## config.mk

```make
export PLATFORM = sky130hd
export DESIGN_NAME = hit_resolver_flat
export DESIGN_NICKNAME = d
export VERILOG_FILES = /design/src/rtl/hit_resolver_if.sv /design/src/rtl/hit_resolver.sv /design/src/flat_wrapper.sv
export SDC_FILE = /design/constraint.sdc
export NUM_CORES = 1
export LEC_CHECK = 0
export BUFFER_PORTS_ARGS = -buffer_cell sky130_fd_sc_hd__buf_4
export CORE_ASPECT_RATIO = 1.4
export CORE_MARGIN = 4
export CORE_UTILIZATION = 55
export DETAILED_ROUTE_END_ITERATION = 10
export PLACE_DENSITY = 0.76
export SLEW_MARGIN = 15
export SYNTH_ARGS = -nofsm -noshare
export SYNTH_HDL_FRONTEND = slang
export SYNTH_SLANG_ARGS = --single-unit
```

## constraint.sdc

```tcl
create_clock -name clk -period 4.6 [get_ports clk]
set_clock_uncertainty 0.1 [all_clocks]
set_input_delay 0.92 -clock clk [delete_from_list [all_inputs] [get_ports clk]]
set_output_delay 0.92 -clock clk [all_outputs]
set_load 0.005 [all_outputs]
```

## src/rtl/hit_resolver_if.sv

```systemverilog
// Purpose: groups the collision-result inputs and the fight-status outputs of hit_resolver.
// Latency: none, wiring only.
// Backpressure: none; all inputs are levels or 1-cycle pulses sampled every clock.
interface hit_resolver_if;
    // Inputs to the resolver
    logic       frame_tick;
    logic       p1_got_hit;
    logic       p1_got_blocked;
    logic       p2_got_hit;
    logic       p2_got_blocked;
    logic       p1_atk_start;
    logic       p2_atk_start;
    logic       round_reset;
    // Outputs from the resolver
    logic       freeze;
    logic       p1_stun;
    logic       p1_blockstun;
    logic       p2_stun;
    logic       p2_blockstun;
    logic [1:0] p1_score;
    logic [1:0] p2_score;
    logic       hit_pulse;
    logic       block_pulse;
    logic       round_over;
    logic       winner;

    // Driver side: collision checks, attack FSMs and round control
    modport master (
        output frame_tick, p1_got_hit, p1_got_blocked, p2_got_hit, p2_got_blocked,
               p1_atk_start, p2_atk_start, round_reset,
        input  freeze, p1_stun, p1_blockstun, p2_stun, p2_blockstun,
               p1_score, p2_score, hit_pulse, block_pulse, round_over, winner
    );

    // Resolver side
    modport slave (
        input  frame_tick, p1_got_hit, p1_got_blocked, p2_got_hit, p2_got_blocked,
               p1_atk_start, p2_atk_start, round_reset,
        output freeze, p1_stun, p1_blockstun, p2_stun, p2_blockstun,
               p1_score, p2_score, hit_pulse, block_pulse, round_over, winner
    );
endinterface

```

## src/rtl/hit_resolver.sv

```systemverilog
// Purpose: turns per-target collision results into one accepted hit per attack, hitstop, stun timers, score and KO.
// Latency: accepted event shows on outputs 1 clk later; timers advance only on frame_tick.
// Backpressure: none; events arriving in HITSTOP/KO or from a disarmed attacker are dropped.
module hit_resolver #(
    parameter int HITSTOP_FRAMES   = 6,
    parameter int HITSTUN_FRAMES   = 20,
    parameter int BLOCKSTUN_FRAMES = 12,
    parameter int WIN_HITS         = 3,
    parameter int CNT_W            = 6
) (
    input  logic          clk,
    input  logic          rst_n,
    hit_resolver_if.slave bus
);

    typedef enum logic [1:0] {
        ST_FIGHT   = 2'd0,
        ST_HITSTOP = 2'd1,
        ST_STUN    = 2'd2,
        ST_KO      = 2'd3
    } state_e;

    localparam logic [CNT_W-1:0] ONE   = CNT_W'(1);
    localparam logic [CNT_W-1:0] HS_LD = CNT_W'(HITSTOP_FRAMES);
    localparam logic [CNT_W-1:0] HT_LD = CNT_W'(HITSTUN_FRAMES);
    localparam logic [CNT_W-1:0] BS_LD = CNT_W'(BLOCKSTUN_FRAMES);
    localparam logic [1:0]       WIN_SC = 2'(WIN_HITS);

    state_e           state_q, state_d;
    logic [CNT_W-1:0] hs_cnt_q, hs_cnt_d;
    logic [CNT_W-1:0] p1_cnt_q, p1_cnt_d;
    logic [CNT_W-1:0] p2_cnt_q, p2_cnt_d;
    logic             p1_blk_q, p1_blk_d;
    logic             p2_blk_q, p2_blk_d;
    logic [1:0]       p1_score_q, p1_score_d;
    logic [1:0]       p2_score_q, p2_score_d;
    logic             p1_armed_q, p1_armed_d;
    logic             p2_armed_q, p2_armed_d;
    logic             hit_pulse_q, hit_pulse_d;
    logic             block_pulse_q, block_pulse_d;

    // Acceptance decode. pX_acc means "player X as a target takes an event this cycle".
    logic             acc_en;
    logic             p1_acc, p2_acc, any_acc, trade;
    logic             p1_load_hit, p2_load_hit;
    logic             any_win, hs_done;
    logic [CNT_W-1:0] p1_cnt_dec, p2_cnt_dec;

    assign acc_en  = ((state_q == ST_FIGHT) || (state_q == ST_STUN)) && !bus.round_reset;
    // P1 is struck by P2's attack, so P2's arm gates it (and vice versa)
    assign p1_acc  = acc_en && p2_armed_q && (bus.p1_got_hit || bus.p2_got_hit & 1'b0 || bus.p1_got_blocked);
    assign p2_acc  = acc_en && p1_armed_q && (bus.p2_got_hit || bus.p2_got_blocked);
    assign any_acc = p1_acc || p2_acc;
    assign trade   = p1_acc && p2_acc;

    // A trade always means hitstun on both sides; otherwise got_hit beats got_blocked
    assign p1_load_hit = trade || bus.p1_got_hit;
    assign p2_load_hit = trade || bus.p2_got_hit;

    assign any_win = (p1_score_q == WIN_SC) || (p2_score_q == WIN_SC);
    // Last hitstop tick; "<= ONE" also covers a zero-length hitstop configuration
    assign hs_done = (state_q == ST_HITSTOP) && bus.frame_tick && (hs_cnt_q <= ONE);

    assign p1_cnt_dec = (bus.frame_tick && (p1_cnt_q != '0)) ? (p1_cnt_q - ONE) : p1_cnt_q;
    assign p2_cnt_dec = (bus.frame_tick && (p2_cnt_q != '0)) ? (p2_cnt_q - ONE) : p2_cnt_q;

    // Next fight phase; round_reset overrides everything, including a same-cycle hit
    always_comb begin
        state_d = state_q;
        case (state_q)
            ST_FIGHT: begin
                if (any_acc) state_d = ST_HITSTOP;
            end
            ST_HITSTOP: begin
                if (hs_done) state_d = any_win ? ST_KO : ST_STUN;
            end
            ST_STUN: begin
                if (any_acc) begin
                    state_d = ST_HITSTOP;
                end else if ((p1_cnt_dec == '0) && (p2_cnt_dec == '0)) begin
                    state_d = ST_FIGHT;
                end
            end
            ST_KO: begin
                state_d = ST_KO;
            end
        endcase
        if (bus.round_reset) state_d = ST_FIGHT;
    end

    // Hitstop counter: loaded on accept (tick that cycle is ignored), counts frames while frozen
    always_comb begin
        hs_cnt_d = hs_cnt_q;
        if (any_acc) begin
            hs_cnt_d = HS_LD;
        end else if ((state_q == ST_HITSTOP) && bus.frame_tick) begin
            hs_cnt_d = hs_done ? '0 : (hs_cnt_q - ONE);
        end
        if (bus.round_reset) hs_cnt_d = '0;
    end

    // P1 stun timer and its block/hit qualifier; a re-hit reloads rather than accumulates
    always_comb begin
        p1_cnt_d = p1_cnt_q;
        p1_blk_d = p1_blk_q;
        if (state_q == ST_STUN) p1_cnt_d = p1_cnt_dec;
        if (hs_done && any_win) p1_cnt_d = '0;
        if (p1_acc) begin
            p1_cnt_d = p1_load_hit ? HT_LD : BS_LD;
            p1_blk_d = !p1_load_hit;
        end
        if (bus.round_reset) begin
            p1_cnt_d = '0;
            p1_blk_d = 1'b0;
        end
    end

    // P2 stun timer, mirror of P1
    always_comb begin
        p2_cnt_d = p2_cnt_q;
        p2_blk_d = p2_blk_q;
        if (state_q == ST_STUN) p2_cnt_d = p2_cnt_dec;
        if (hs_done && any_win) p2_cnt_d = '0;
        if (p2_acc) begin
            p2_cnt_d = p2_load_hit ? HT_LD : BS_LD;
            p2_blk_d = !p2_load_hit;
        end
        if (bus.round_reset) begin
            p2_cnt_d = '0;
            p2_blk_d = 1'b0;
        end
    end

    // Scores: a single clean hit credits the attacker, saturating; trades and blocks score nothing
    always_comb begin
        p1_score_d = p1_score_q;
        p2_score_d = p2_score_q;
        if (!trade) begin
            if (p2_acc && bus.p2_got_hit && (p1_score_q != WIN_SC)) p1_score_d = p1_score_q + 2'd1;
            if (p1_acc && bus.p1_got_hit && (p2_score_q != WIN_SC)) p2_score_d = p2_score_q + 2'd1;
        end
        if (bus.round_reset) begin
            p1_score_d = '0;
            p2_score_d = '0;
        end
    end

    // Arming: one accepted event per attack; a new attack start re-arms even on a same-cycle accept
    always_comb begin
        p1_armed_d = p1_armed_q;
        p2_armed_d = p2_armed_q;
        if (p2_acc) p1_armed_d = 1'b0;
        if (p1_acc) p2_armed_d = 1'b0;
        if (bus.p1_atk_start) p1_armed_d = 1'b1;
        if (bus.p2_atk_start) p2_armed_d = 1'b1;
        if (bus.round_reset) begin
            p1_armed_d = 1'b1;
            p2_armed_d = 1'b1;
        end
    end

    // Effect pulses: any clean hit (including a trade) gives one hit_pulse, otherwise a block_pulse
    always_comb begin
        hit_pulse_d   = trade || (p1_acc && bus.p1_got_hit) || (p2_acc && bus.p2_got_hit);
        block_pulse_d = any_acc && !hit_pulse_d;
    end

    // FSM state register
    always_ff @(posedge clk or negedge rst_n) begin
        if (!rst_n) begin
            state_q <= ST_FIGHT;
        end else begin
            state_q <= state_d;
        end
    end

    // Counters, flags, scores, arming and pulse registers
    always_ff @(posedge clk or negedge rst_n) begin
        if (!rst_n) begin
            hs_cnt_q      <= '0;
            p1_cnt_q      <= '0;
            p2_cnt_q      <= '0;
            p1_blk_q      <= 1'b0;
            p2_blk_q      <= 1'b0;
            p1_score_q    <= '0;
            p2_score_q    <= '0;
            p1_armed_q    <= 1'b1;
            p2_armed_q    <= 1'b1;
            hit_pulse_q   <= 1'b0;
            block_pulse_q <= 1'b0;
        end else begin
            hs_cnt_q      <= hs_cnt_d;
            p1_cnt_q      <= p1_cnt_d;
            p2_cnt_q      <= p2_cnt_d;
            p1_blk_q      <= p1_blk_d;
            p2_blk_q      <= p2_blk_d;
            p1_score_q    <= p1_score_d;
            p2_score_q    <= p2_score_d;
            p1_armed_q    <= p1_armed_d;
            p2_armed_q    <= p2_armed_d;
            hit_pulse_q   <= hit_pulse_d;
            block_pulse_q <= block_pulse_d;
        end
    end

    // Outputs come straight from registers; stun counters are already cleared on entering KO
    assign bus.freeze       = (state_q == ST_HITSTOP);
    assign bus.p1_stun      = (p1_cnt_q != '0);
    assign bus.p1_blockstun = (p1_cnt_q != '0) && p1_blk_q;
    assign bus.p2_stun      = (p2_cnt_q != '0);
    assign bus.p2_blockstun = (p2_cnt_q != '0) && p2_blk_q;
    assign bus.p1_score     = p1_score_q;
    assign bus.p2_score     = p2_score_q;
    assign bus.hit_pulse    = hit_pulse_q;
    assign bus.block_pulse  = block_pulse_q;
    assign bus.round_over   = (state_q == ST_KO);
    // P1 wins ties, so the winner bit is 1 only when P1 has not reached the winning score
    assign bus.winner       = (state_q == ST_KO) && (p1_score_q != WIN_SC);

endmodule

```

## src/flat_wrapper.sv

```systemverilog
// flat-port wrapper written by rule: the top's interface ports become plain ports
module hit_resolver_flat 
#(
    parameter int HITSTOP_FRAMES   = 6,
    parameter int HITSTUN_FRAMES   = 20,
    parameter int BLOCKSTUN_FRAMES = 12,
    parameter int WIN_HITS         = 3,
    parameter int CNT_W            = 6
)
  (clk, rst_n, bus_frame_tick, bus_p1_got_hit, bus_p1_got_blocked, bus_p2_got_hit, bus_p2_got_blocked, bus_p1_atk_start, bus_p2_atk_start, bus_round_reset, bus_freeze, bus_p1_stun, bus_p1_blockstun, bus_p2_stun, bus_p2_blockstun, bus_p1_score, bus_p2_score, bus_hit_pulse, bus_block_pulse, bus_round_over, bus_winner);
  hit_resolver_if bus_i ();
  input  logic clk;
  input  logic rst_n;
  input wire logic [$bits(bus_i.frame_tick)-1:0] bus_frame_tick;
  input wire logic [$bits(bus_i.p1_got_hit)-1:0] bus_p1_got_hit;
  input wire logic [$bits(bus_i.p1_got_blocked)-1:0] bus_p1_got_blocked;
  input wire logic [$bits(bus_i.p2_got_hit)-1:0] bus_p2_got_hit;
  input wire logic [$bits(bus_i.p2_got_blocked)-1:0] bus_p2_got_blocked;
  input wire logic [$bits(bus_i.p1_atk_start)-1:0] bus_p1_atk_start;
  input wire logic [$bits(bus_i.p2_atk_start)-1:0] bus_p2_atk_start;
  input wire logic [$bits(bus_i.round_reset)-1:0] bus_round_reset;
  output wire logic [$bits(bus_i.freeze)-1:0] bus_freeze;
  output wire logic [$bits(bus_i.p1_stun)-1:0] bus_p1_stun;
  output wire logic [$bits(bus_i.p1_blockstun)-1:0] bus_p1_blockstun;
  output wire logic [$bits(bus_i.p2_stun)-1:0] bus_p2_stun;
  output wire logic [$bits(bus_i.p2_blockstun)-1:0] bus_p2_blockstun;
  output wire logic [$bits(bus_i.p1_score)-1:0] bus_p1_score;
  output wire logic [$bits(bus_i.p2_score)-1:0] bus_p2_score;
  output wire logic [$bits(bus_i.hit_pulse)-1:0] bus_hit_pulse;
  output wire logic [$bits(bus_i.block_pulse)-1:0] bus_block_pulse;
  output wire logic [$bits(bus_i.round_over)-1:0] bus_round_over;
  output wire logic [$bits(bus_i.winner)-1:0] bus_winner;
  assign bus_i.frame_tick = bus_frame_tick;
  assign bus_i.p1_got_hit = bus_p1_got_hit;
  assign bus_i.p1_got_blocked = bus_p1_got_blocked;
  assign bus_i.p2_got_hit = bus_p2_got_hit;
  assign bus_i.p2_got_blocked = bus_p2_got_blocked;
  assign bus_i.p1_atk_start = bus_p1_atk_start;
  assign bus_i.p2_atk_start = bus_p2_atk_start;
  assign bus_i.round_reset = bus_round_reset;
  assign bus_freeze = bus_i.freeze;
  assign bus_p1_stun = bus_i.p1_stun;
  assign bus_p1_blockstun = bus_i.p1_blockstun;
  assign bus_p2_stun = bus_i.p2_stun;
  assign bus_p2_blockstun = bus_i.p2_blockstun;
  assign bus_p1_score = bus_i.p1_score;
  assign bus_p2_score = bus_i.p2_score;
  assign bus_hit_pulse = bus_i.hit_pulse;
  assign bus_block_pulse = bus_i.block_pulse;
  assign bus_round_over = bus_i.round_over;
  assign bus_winner = bus_i.winner;
  hit_resolver #(.HITSTOP_FRAMES(HITSTOP_FRAMES), .HITSTUN_FRAMES(HITSTUN_FRAMES), .BLOCKSTUN_FRAMES(BLOCKSTUN_FRAMES), .WIN_HITS(WIN_HITS), .CNT_W(CNT_W)) u_core (.clk(clk), .rst_n(rst_n), .bus(bus_i));
endmodule
```

Word level (Yosys, flattened, before mapping):

Index checks and enable logic that the tools add are counted.

* $add $sub $neg: 5
* order comparisons: 1
* equal/unequal tests: 11
* mux-type cells: 39
* reductions and logical operators: 50

Operator list (number)
* $mux 6: 14
* $mux 2: 11
* $logic_and 1x1->1: 20
* $sub 6x1->6 const B: 3
* $logic_not 6->1: 2
* $reduce_bool 6->1: 2
* $mux 1: 11
* $mux 5: 2
* $logic_or 1x1->1: 9
* $reduce_bool 3->1: 3
* $eq 2x2->1 const B: 4
* $pmux 2 s4: 1
* $reduce_bool 2->1: 4
* $reduce_bool 4->1: 2
* $le 6x1->1 const B: 1
* $ne 2x2->1 const B: 3
* $ne 3x2->1 const B: 2
* $add 2x1->2 const B: 2
* $logic_not 1->1: 4
* $ne 4x3->1 const B: 1
* $reduce_and 2->1: 2
* $reduce_and 3->1: 1
* $eq 2x1->1 const B: 1
* $logic_not 2->1: 1

* register bits after elaboration: 30
* bits of input ports: 10
* output and inout port bits: 13
* word-level logic and storage cells: 118

Longest topological paths before layout:

Gate-level depths: netlist of the first run.

* depth after elaboration: 10
* gate-level depth with buffers: 8

Least setup slack after synthesis of the first run:

No wires, ideal clock.

* path type: input to register
* start point: in bus_round_reset
* end point: reg u_core.p2_score_q[1] (netlist: u_core.bus.p2_score[1])
* library setup time: 0.135 ns
* data arrival time: 2.173 ns
* data required time: 4.365 ns
* setup slack: 2.192 ns
* stages: 8
* cells stage by stage: buf_4 -> nor3b_1 -> o21ai_0 -> nor2_1 -> buf_4 -> nor2_1 -> a22oi_1 -> o21ai_0

* cells in the longest elaborated chain, start to end: 8

Ends and longest elaborated chain
* from (decl): line flat_wrapper.sv:21 `input wire logic [$bits(bus_i.round_reset)-1:0] bus_round_reset;`
* $logic_not 1->1: line hit_resolver.sv:49 `assign acc_en = ((state_q == ST_FIGHT) || (state_q == ST_STUN)) && !bus.round_reset;`
* $logic_and 1x1->1: line hit_resolver.sv:49
* $logic_and 1x1->1 (2 in a row): line hit_resolver.sv:51 `assign p1_acc = acc_en && p2_armed_q && (bus.p1_got_hit || bus.p2_got_hit & 1'b0 || bus.p1_got_blocked);`
* $logic_and 1x1->1 (2 in a row): line hit_resolver.sv:140 `if (p1_acc && bus.p1_got_hit && (p2_score_q != WIN_SC)) p2_score_d = p2_score_q + 2'd1;`
* $reduce_bool 2->1 (no source line)
* $reduce_and 2->1 (no source line)
* to (signal assigned): line hit_resolver.sv:198 `p2_score_q <= p2_score_d;`
* to (decl): line hit_resolver.sv:36 `logic [1:0] p2_score_q, p2_score_d;`

Parallel ways exist; a longest one is shown, timed or not.
A chain may end at the register's enable or synchronous reset.

Worst setup path in the final report of the first run:

* start point: reg u_core.p2_cnt_q[0]
* end point: out bus_p2_blockstun

* cells in the longest elaborated chain, start to end: 2

Ends and longest elaborated chain
* from (decl): line hit_resolver.sv:32 `logic [CNT_W-1:0] p2_cnt_q, p2_cnt_d;`
* from (signal assigned): line hit_resolver.sv:194 `p2_cnt_q <= p2_cnt_d;`
* $reduce_bool 6->1: line hit_resolver.sv:211 `assign bus.p2_blockstun = (p2_cnt_q != '0) && p2_blk_q;`
* $logic_and 1x1->1: line hit_resolver.sv:211
* to (decl): line flat_wrapper.sv:26 `output wire logic [$bits(bus_i.p2_blockstun)-1:0] bus_p2_blockstun;`

No other way between the ends.

==> summary.md, run 1 <==
| Metric | Value |
|---|---|
| Top cell type's share of synthesized area | 34.9% |
| DR WL met3 | 214 um |
| Die ar. | 4690 um2 |
| Detailed Routing Iterations Pass 1 | 4 |
| Unrepaired setup endpoints after global routing | no |
| Routed Antenna Nets | 0 |
| Setup Slack @ Placement | 1.59 ns |
| Worst setup path class | flop to output port |
| Final net count | 269 |
| HPWL Detailed | 3270 um |
| Syn avg cell area | 8.72 um2 |
| Pleak | 0.983 nW |
| Async SR Flop Fraction | 100% |
| Number of synthesized register bits | 30 |
| Sink Count | 30 |
| Final setup violation count | 0 |
| Outcome | finished, final reports clean |
| Share of cells above drive strength 1 | 17.5% |
| Die W | 59.0 um |
| Fin crit period | 2.77 ns |
| CTS Buf Count | 5 |
| Post-Synthesis Cell Area | 2010 um2 |
| Vias in the first global route | 1779 |
| Max VDD drop | 273 uV |
| Area Growth Syn to Fin | 12.2% |
| Ant. Diodes | 0 |
| Routed met2 length | 2210 um |
| Reg2reg path depth | 6 |
| Most frequent cells in the layout | 28 x dfrtp_1, 27 x nor2_1, 22 x buf_4, 21 x nand2_1, 16 x nor3_1 |
| Syn Inst Count | 230 |
| Final period util | 60.2% |
| Seq/Total Area, Yosys | 37.6% |
| Syn nets | 248 |
| Post-cts hold buffer count | 0 |
| Commonest non-fill, non-tap cell in the layout | dfrtp_1 |
| Register area | 753 um2 |
| Met1 Wirelength | 1860 um |
| GR Overflow Total | 0 |
| Initial antenna violation count | 0 |
| Ranking of synthesized cells by area | dfrtp_1 35%, nor2_1 5.1%, ha_1 5.0%, nor3_1 4.0%, nand2_1 3.9% |
| Placed cell count | 284 |
| Initial drt markers | 72 |
| CTS HTree Levels | 2 |
| # port buffers | 22 |
| Min-delay src | u_core.bus.p1_score[1] |
| Top Layer Used | met4 |
| Filler instances | 307 |
| Power, Total | 0.678 mW |
| Finished Cell Area | 2250 um2 |
| Final hold viol count | 0 |
| Rel. slew slack | 54.9% |
| Die Y | 79.5 um |
| # resized after CTS | 0 |
| Arr. time, crit path | 1.75 ns |
| Slew @ Worst Pin | 0.674 ns |
| FMAX | 361 MHz |
| Number of synthesized flops with an enable pin | 0 |
| Setup Total Neg Slack | 0 ns |
| R2R Path Start | u_core.state_q[0] |
| DR vias/cell | 6.05 |
| Post-route setup slack | 1.83 ns |
| Total track usage | 20.9% |
| Total power divided by cell area | 301 nW/um2 |
| Final core occ | 65.4% |
| Routed WL | 4370 um |
| Core region area | 3440 um2 |
| Clock transition time at the flip-flop clock pins of the worst setup and hold paths | 0.07 ns |
| Placed cell areas | 2150 um2 |
| Skew-Pair Late Insertion Delay | 0.28 ns |
| Wire per inst | 15.0 um |
| WHS Endpoint | u_core.bus.p1_score[1] |
| CP Capture Type | output port |
| CP startpoint kind | flop |
| Unique cell type count in the Yosys netlist | 59 |
| Starting Density | 58.3% |
| DR DRC count | 0 |
| I/O pin count | 23 |
| Fin. max-slew vios | 0 |
| Vias | 1766 |
| Bufs on Longest Clock Path | 2 |
| Final Instance Count excl. Fillers | 292 |
| Hold path cells | 2 |
| Cell taking the most area after synthesis | dfrtp_1 |
| FP Rows | 25 |
| Largest net degree at the start of global routing | 31 |
| Area of the multi-input gates | 1140 um2 |
| Hold Slack | 0.452 ns |
| First-pass GRT wire length | 7750 um |
| Root Driver | clkbuf_8 |
| Main flop type after synthesis | dfrtp_1 |
| Max cap viols | 0 |
| Routability congestion estimate | 0.812 |
| Flop-to-flop setup slack | 2.22 ns |
| TritonCTS clock tree | done |
| Hold Path Class | flop to flop |
| FF-to-FF End | u_core.bus.p1_score[1] |
| Post-CTS setup buffer count | 0 |
| Required time worst endpoint | 3.58 ns |
| CP max FO | 6 |
| Number of synthesis warnings | 0 |
## flip-flops by register name (all words and copies together) (netlist names)
| signal | count |
|---|---|
| u_core.p1_armed_q | 1 |
| u_core.bus.hit_pulse | 1 |
| u_core.p2_blk_q | 1 |
| u_core.p2_armed_q | 1 |
| u_core.p2_cnt_q | 6 |
| u_core.hs_cnt_q | 6 |
| u_core.bus.p1_score | 2 |
| u_core.bus.p2_score | 2 |
| u_core.p1_blk_q | 1 |
| u_core.state_q | 2 |
| u_core.p1_cnt_q | 6 |
| u_core.bus.block_pulse | 1 |
## synth_stat cells (all sizes together), types with 2 or more instances
| cell type | n |
|---|---|
| a2111oi | 2 |
| a211o | 2 |
| a211oi | 5 |
| a21o | 2 |
| a21oi | 13 |
| a22oi | 2 |
| a31oi | 3 |
| and2 | 3 |
| and4b | 2 |
| buf | 4 |
| clkbuf | 4 |
| dfrtp | 28 |
| dfstp | 2 |
| ha | 8 |
| inv | 12 |
| mux2 | 2 |
| mux2i | 4 |
| nand2 | 21 |
| nand2b | 4 |
| nand3 | 2 |
| nand3b | 3 |
| nand4 | 3 |
| nor2 | 27 |
| nor2b | 6 |
| nor3 | 16 |
| nor3b | 2 |
| nor4 | 3 |
| o21ai | 14 |
| o41ai | 3 |
| or3 | 3 |
| or4 | 2 |
| xnor2 | 4 |
## final cells by class
cell class | count | share of cell area [%]
multi-input combinational | 180 | 50.7
sequential | 30 | 33.5
timing repair buffer | 22 | 7.34
clock buffer | 6 | 3.67
tap | 40 | 2.22
inverter | 12 | 2.00
clock inverter | 2 | 0.556
## where the power goes
part / leakage (nW) / internal (mW) / switching, mW
Combinational: 0.537 / 0.0689 / 0.0846
Clock: 0.0472 / 0.120 / 0.101
Sequential: 0.399 / 0.282 / 0.0210
Total: 0.983 / 0.471 / 0.206
## routing by layer
layer / track usage [%] / vias up
li1: - / 883
met1: 26.1 / 828
met2: 34.3 / 45
met3: 4.53 / 10
met4: 8.84 / 0
met5: 0 / -
## critical path, stage by stage (launching register included)
cell and delay [ns]:
dfrtp_1 0.43, inv_1 0.10, ha_1 0.17, nand2b_1 0.11, nor4_2 0.42, nor2b_1 0.09, buf_4 0.15
## how the worst max path moves through the flow
stage	start	endpoint	slack, ns	cells after the start
6_report	u_core.p2_cnt_q[0]	bus_p2_blockstun	1.83	6
5_1_grt	bus_round_reset	u_core.bus.p1_score[1]	1.62	7
4_1_cts	u_core.p2_cnt_q[0]	bus_p2_blockstun	1.82	6
3_5_place_dp	bus_round_reset	u_core.bus.p2_score[1]	1.59	7
3_3_place_gp	bus_round_reset	u_core.bus.p2_score[1]	1.75	7
2_1_floorplan	bus_round_reset	u_core.bus.p2_score[1]	2.19	8
## cells by family (layout without fill, tap and decap cells)
group                      after synthesis  count (layout)  share of synthesized area [%]
muxes                                    6               6                           3.12
buffers and inverters                   20              42                           5.55
AOI/OAI and AO/OA                       57              57                           19.1
DFF                                     30              30                           37.6
xor gates and xnor gates                 5               5                           2.18
and+or+nand+nor                        104             104                           27.5
adders and majority gates                8               8                           4.99
Power figures use the tool's default switching activity.
==> run 2: changes to the inputs <==
--- a/config.mk
+++ b/config.mk
@@ -8,9 +8,9 @@
 export BUFFER_PORTS_ARGS = -buffer_cell sky130_fd_sc_hd__buf_4
 export CORE_ASPECT_RATIO = 1.4
 export CORE_MARGIN = 4
-export CORE_UTILIZATION = 55
+export CORE_UTILIZATION = 52
 export DETAILED_ROUTE_END_ITERATION = 10
-export PLACE_DENSITY = 0.76
+export PLACE_DENSITY = 0.75
 export SLEW_MARGIN = 15
 export SYNTH_ARGS = -nofsm -noshare
 export SYNTH_HDL_FRONTEND = slang
==> constraint.sdc (replaced) <==
create_clock -name clk -period 2.5 [get_ports clk]
set_clock_uncertainty 0.1 [all_clocks]
set_input_delay 0.5 -clock clk [delete_from_list [all_inputs] [get_ports clk]]
set_output_delay 0.5 -clock clk [all_outputs]
set_load 0.005 [all_outputs]
==> run 2 against run 1 <==
- count of clock-buffer cells in the layout grew 1
- sequential share of layout area decreased by 0.66 points
- die area grew 5.1%
- first-iteration DRC count fell by 2.8%
- flip-flop and latch count unchanged
- total power rose by 86%
- clock power rose by 83%
- via count rose by 1.4%
- global-route usage barely moved
- setup slack lost 1.7 ns
- critical endpoint is now bus_p1_blockstun
- largest power group unchanged
==> summary.md, run 2 (synthesis results as in run 1) <==
| Metric | Value |
|---|---|
| Max VDD drop | 622 uV |
| Unrepaired setup endpoints after global routing | no |
| Delay-heaviest family, CP | simple AND/OR/NAND/NOR gates |
| Arr. time, crit path | 1.73 ns |
| TritonCTS clock tree | done |
| FMAX | 429 MHz |
| Starting Density | 54.6% |
| Total power divided by cell area | 549 nW/um2 |
| Max cap viols | 0 |
| Largest net degree at the start of global routing | 31 |
| Required time worst endpoint | 1.90 ns |
| DR DRC count | 0 |
| Commonest non-fill, non-tap cell in the layout | dfrtp_1 |
| Total track usage | 20.9% |
| Reg2reg path depth | 7 |
| Worst setup path class | flop to output port |
| Top Registers | u_core.hs_cnt_q x6, u_core.p1_cnt_q x6, u_core.p2_cnt_q x6 |
| Post-CTS setup buffer count | 0 |
| Die Y | 81.5 um |
| Critical path cell sequence | inv_1 > ha_1 > nor2b_1 > nand2_1 > and2_1 > buf_4 |
| HPWL Detailed | 3360 um |
| Fin. max-slew vios | 0 |
| Routed Antenna Nets | 0 |
| Post-cts hold buffer count | 0 |
| Area Growth Syn to Fin | 14.4% |
| Bufs on Longest Clock Path | 2 |
| CP Capture Type | output port |
| Vias | 1791 |
| Ant. Diodes | 0 |
| Placed cell areas | 2190 um2 |
| Power, Total | 1.26 mW |
| Slowest Stage Delay on Critical Path | 0.43 ns |
| Routability congestion estimate | 0.863 |
| # resized after CTS | 0 |
| Clock power frac | 32.0% |
| CP max FO | 5 |
| Die ar. | 4930 um2 |
| Pleak | 1.01 nW |
| Final net count | 274 |
| CP startpoint kind | flop |
| Placed cell count | 291 |
| Sw Pwr | 0.382 mW |
| FF-to-FF End | u_core.p2_cnt_q[1] |
| Finished Cell Area | 2290 um2 |
| Pint | 0.878 mW |
| Final setup violation count | 0 |
| GR Overflow Total | 0 |
| Flop-to-flop setup slack | 0.36 ns |
| Sequential share of power | 44.5% |
| Most frequent cells in the layout | 28 x dfrtp_1, 27 x nor2_1, 27 x buf_4, 21 x nand2_1, 16 x nor3_1 |
| # port buffers | 22 |
| Rel. slew slack | 61.6% |
| CP Buf/Inv Count | 2 |
| Detailed Routing Iterations Pass 1 | 4 |
| I/O pin count | 23 |
| Initial drt markers | 70 |
| Die W | 60.5 um |
| R2R Path Start | u_core.hs_cnt_q[0] |
| Filler instances | 318 |
| CTS Buf Count | 5 |
| Initial antenna violation count | 0 |
| First-pass GRT wire length | 7780 um |
| Root Driver | clkbuf_8 |
| Hold Slack | 0.0483 ns |
| Switch share | 30.3% |
| Fin crit period | 2.33 ns |
| Slew @ Worst Pin | 0.571 ns |
| Outcome | finished, final reports clean |
| Wire per inst | 15.4 um |
| Slowest-stage cell, CP | dfrtp_1 |
| Setup Total Neg Slack | 0 ns |
| Final Instance Count excl. Fillers | 299 |
| Share of cells above drive strength 1 | 18.7% |
| Vias in the first global route | 1764 |
| Skew-Pair Late Insertion Delay | 0.28 ns |
| Core region area | 3680 um2 |
| CTS HTree Levels | 2 |
| DR vias/cell | 5.99 |
| Routed WL | 4610 um |
| Sink Count | 30 |
| Final period util | 93.2% |
| FP Rows | 26 |
| Clock transition time at the flip-flop clock pins of the worst setup and hold paths | 0.06 ns |
| Hold Path Class | primary input to async pin |
| Comb pwr share | 23.5% |
| Final hold viol count | 0 |
run 2: cell types whose count changed in the layout (fill, tap and decap cells not counted), sizes merged:
cell	before	now
clkinvlp	1	0
clkbuf	6	7
buf	22	27
run 2: area by class of cell:
class | count | area, um2 | area share, %
Clock buffer | 7 | 86.3 | 3.76
Clock inverter | 1 | 5.00 | 0.218
Sequential cell | 30 | 753 | 32.8
Inverter | 12 | 45.0 | 1.96
Multi-Input combinational cell | 180 | 1150 | 50.1
Tap cell | 42 | 52.6 | 2.29
Timing Repair Buffer | 27 | 203 | 8.83
run 2: stage by stage:
stage	setup slack, ns	util, %
2_1_floorplan	0.512	-
3_3_place_gp	0.348	59.7
3_5_place_dp	0.311	59.7
6_report	0.170	62.4
5_1_grt	0.0209	62.4
4_1_cts	0.100	62.2
run 2: layer usage:
layer / share of wire, % / routed length, um / GRT usage (%) / vias to the layer above
met3: 3.0 / 138 / 4.40 / 5
met4: 1.1 / 52 / 7.81 / 0
met5: 0 / 0 / 0 / -
li1: - / - / - / 891
met2: 52 / 2410 / 35.9 / 26
met1: 44 / 2010 / 25.2 / 869
run 2: power groups by stage:
stage	combinational, mW	sequential (mW)	clock (mW)
3_5_place_dp	0.294	0.567	0
2_1_floorplan	0.199	0.555	0
5_1_grt	0.333	0.566	0.437
3_3_place_gp	0.290	0.566	0
6_report	0.296	0.561	0.404
4_1_cts	0.295	0.558	0.414
run 2: how the worst max path moves through the flow:
stage | cells after the start | startpoint | end | slack (ns)
finish | 6 | u_core.p1_cnt_q[0] | bus_p1_blockstun | 0.17
global route | 6 | u_core.p1_cnt_q[0] | bus_p1_blockstun | 0.02
CTS | 6 | u_core.p2_cnt_q[0] | bus_p2_blockstun | 0.10
detailed placement | 7 | bus_frame_tick | u_core.state_q[1] | 0.31
global placement | 7 | bus_frame_tick | u_core.state_q[1] | 0.35
floorplan | 8 | bus_round_reset | u_core.bus.p2_score[1] | 0.51
==> run 3: changes to the inputs <==
--- a/config.mk
+++ b/config.mk
@@ -10,7 +10,7 @@
 export CORE_MARGIN = 4
 export CORE_UTILIZATION = 52
 export DETAILED_ROUTE_END_ITERATION = 10
-export PLACE_DENSITY = 0.75
+export PLACE_DENSITY = 0.86
 export SLEW_MARGIN = 15
 export SYNTH_ARGS = -nofsm -noshare
 export SYNTH_HDL_FRONTEND = slang
==> run 3 against run 2 <==
- routed wire length fell by 0.26%
- die area stayed put
- sequential power about the same
- core utilization decreased by 0.31 points
- register-to-register slack barely moved
- critical path type unchanged
- critical endpoint unchanged
==> summary.md, run 3 (synthesis results as in run 1) <==
| Metric | Value |
|---|---|
| First-pass GRT wire length | 7610 um |
| DR DRC count | 0 |
| Routability congestion estimate | 0.938 |
| Ant. Diodes | 0 |
| Flop-to-flop setup slack | 0.35 ns |
| I/O pin count | 23 |
| Clock transition time at the flip-flop clock pins of the worst setup and hold paths | 0.06 ns |
| Commonest non-fill, non-tap cell in the layout | dfrtp_1 |
| Clock power frac | 32.2% |
| Hold Path Class | primary input to async pin |
| Initial antenna violation count | 0 |
| Vias | 1783 |
| CTS HTree Levels | 2 |
| Sequential share of power | 44.5% |
| Total track usage | 20.5% |
| Max cap viols | 0 |
| Outcome | finished, final reports clean |
| Comb pwr share | 23.3% |
| Total power divided by cell area | 552 nW/um2 |
| CP Capture Type | output port |
| Fin crit period | 2.32 ns |
| Core region area | 3680 um2 |
| Fin. max-slew vios | 0 |
| Vias in the first global route | 1787 |
| Reg2reg path depth | 8 |
| Most frequent cells in the layout | 28 x dfrtp_1, 27 x nor2_1, 25 x buf_4, 21 x nand2_1, 16 x nor3_1 |
| Post-cts hold buffer count | 0 |
| DR vias/cell | 6.00 |
| Die Y | 81.5 um |
| Hold Slack | 0.0321 ns |
| Setup Slack @ Placement | 0.257 ns |
| Wire per inst | 15.5 um |
| Die W | 60.5 um |
| Max VDD drop | 446 uV |
| Worst setup path class | flop to output port |
| Pint | 0.875 mW |
| HPWL Detailed | 3350 um |
| FP Rows | 26 |
| Final setup violation count | 0 |
| Bufs on Longest Clock Path | 2 |
| Sw Pwr | 0.387 mW |
| Final core occ | 62.1% |
| Area Growth Syn to Fin | 13.8% |
| Root Driver | clkbuf_8 |
| Final hold viol count | 0 |
| FF-to-FF End | u_core.p1_cnt_q[3] |
| CP max FO | 5 |
| Top Registers | u_core.hs_cnt_q x6, u_core.p1_cnt_q x6, u_core.p2_cnt_q x6 |
| Final net count | 272 |
| Slew @ Worst Pin | 0.581 ns |
| TritonCTS clock tree | done |
| Share of cells above drive strength 1 | 18.4% |
| Routed Antenna Nets | 0 |
| Rel. slew slack | 61.0% |
| Required time worst endpoint | 1.90 ns |
| Sink Count | 30 |
| Post-route setup slack | 0.179 ns |
| Unrepaired setup endpoints after global routing | no |
| Final period util | 92.8% |
| Initial drt markers | 75 |
| Detailed Routing Iterations Pass 1 | 4 |
| Routed WL | 4590 um |
| Largest net degree at the start of global routing | 31 |
| CP startpoint kind | flop |
| Skew-Pair Late Insertion Delay | 0.29 ns |
| Switch share | 30.7% |
| Arr. time, crit path | 1.72 ns |
| Setup Total Neg Slack | 0 ns |
| Starting Density | 54.6% |
| Pleak | 1.00 nW |
| GR Overflow Total | 0 |
| Die ar. | 4930 um2 |
| FMAX | 431 MHz |
| R2R Path Start | u_core.hs_cnt_q[0] |
| # port buffers | 22 |
| CTS Buf Count | 5 |
[run 3: cell count changes in the layout (fill, tap and decap cells not counted)]
| cell | change |
|---|---|
| clkinvlp_4 | +1 |
| clkbuf_1 | -1 |
| buf_4 | -2 |
[run 3: metrics by stage]
stage / instance area (um2) / cells / total power, mW
5_1_grt: 2280 / 297 / 1.33
3_3_place_gp: 2180 / 289 / 0.847
3_5_place_dp: 2180 / 289 / 0.856
4_1_cts: 2270 / 297 / 1.27
2_1_floorplan: 2010 / 230 / 0.754
6_report: 2280 / 297 / 1.26
[run 3: timing repair]
action / 4_1_cts / 5_1_grt
setup endpoints to repair: 0 / 2
resized for setup: 0 / 1
setup buffers: 0 / 0
[run 3: worst max-delay path by stage]
| stage | slack [ns] | from | to |
|---|---|---|---|
| 2_1_floorplan | 0.51 | bus_round_reset | u_core.bus.p2_score[1] |
| 3_3_place_gp | 0.33 | bus_frame_tick | u_core.state_q[1] |
| 3_5_place_dp | 0.26 | bus_frame_tick | u_core.state_q[1] |
| 4_1_cts | 0.12 | u_core.p2_cnt_q[0] | bus_p2_blockstun |
| 5_1_grt | 0.07 | u_core.p2_cnt_q[0] | bus_p2_blockstun |
| 6_report | 0.18 | u_core.p1_cnt_q[0] | bus_p1_blockstun |
[run 3: cell type report]
| cell class | count | area, um2 |
|---|---|---|
| fillers | 332 | 1390 |
| multi-input cells | 180 | 1150 |
| flip-flops and latches | 30 | 753 |
| repair buffers | 25 | 188 |
| clock buffers | 6 | 82.6 |
| well taps | 42 | 52.6 |
| inverters | 12 | 45.0 |
| clock inverters | 2 | 12.5 |
[run 3: worst max-delay path: stages, from the launching register on]
cell	delay, ns
dfrtp_1	0.43
inv_1	0.10
ha_1	0.18
nor2b_1	0.22
nand2_1	0.18
and2_1	0.21
buf_4	0.13
[run 3: routing by layer]
metal,vias up,GRT usage [%],part of all wire (%)
li1,883,-,-
met5,-,0,0
met1,845,21.5,39
met3,11,3.93,4.2
met2,44,37.7,54
met4,0,10.4,2.5
[run 3: power by group through the flow]
stage               sequential (mW)  clock, mW  combinational, mW
global placement              0.565          0              0.282
finish                        0.562      0.406              0.294
CTS                           0.558      0.418              0.292
detailed placement            0.567          0              0.289
global route                  0.566      0.436              0.331
floorplan                     0.555          0              0.199
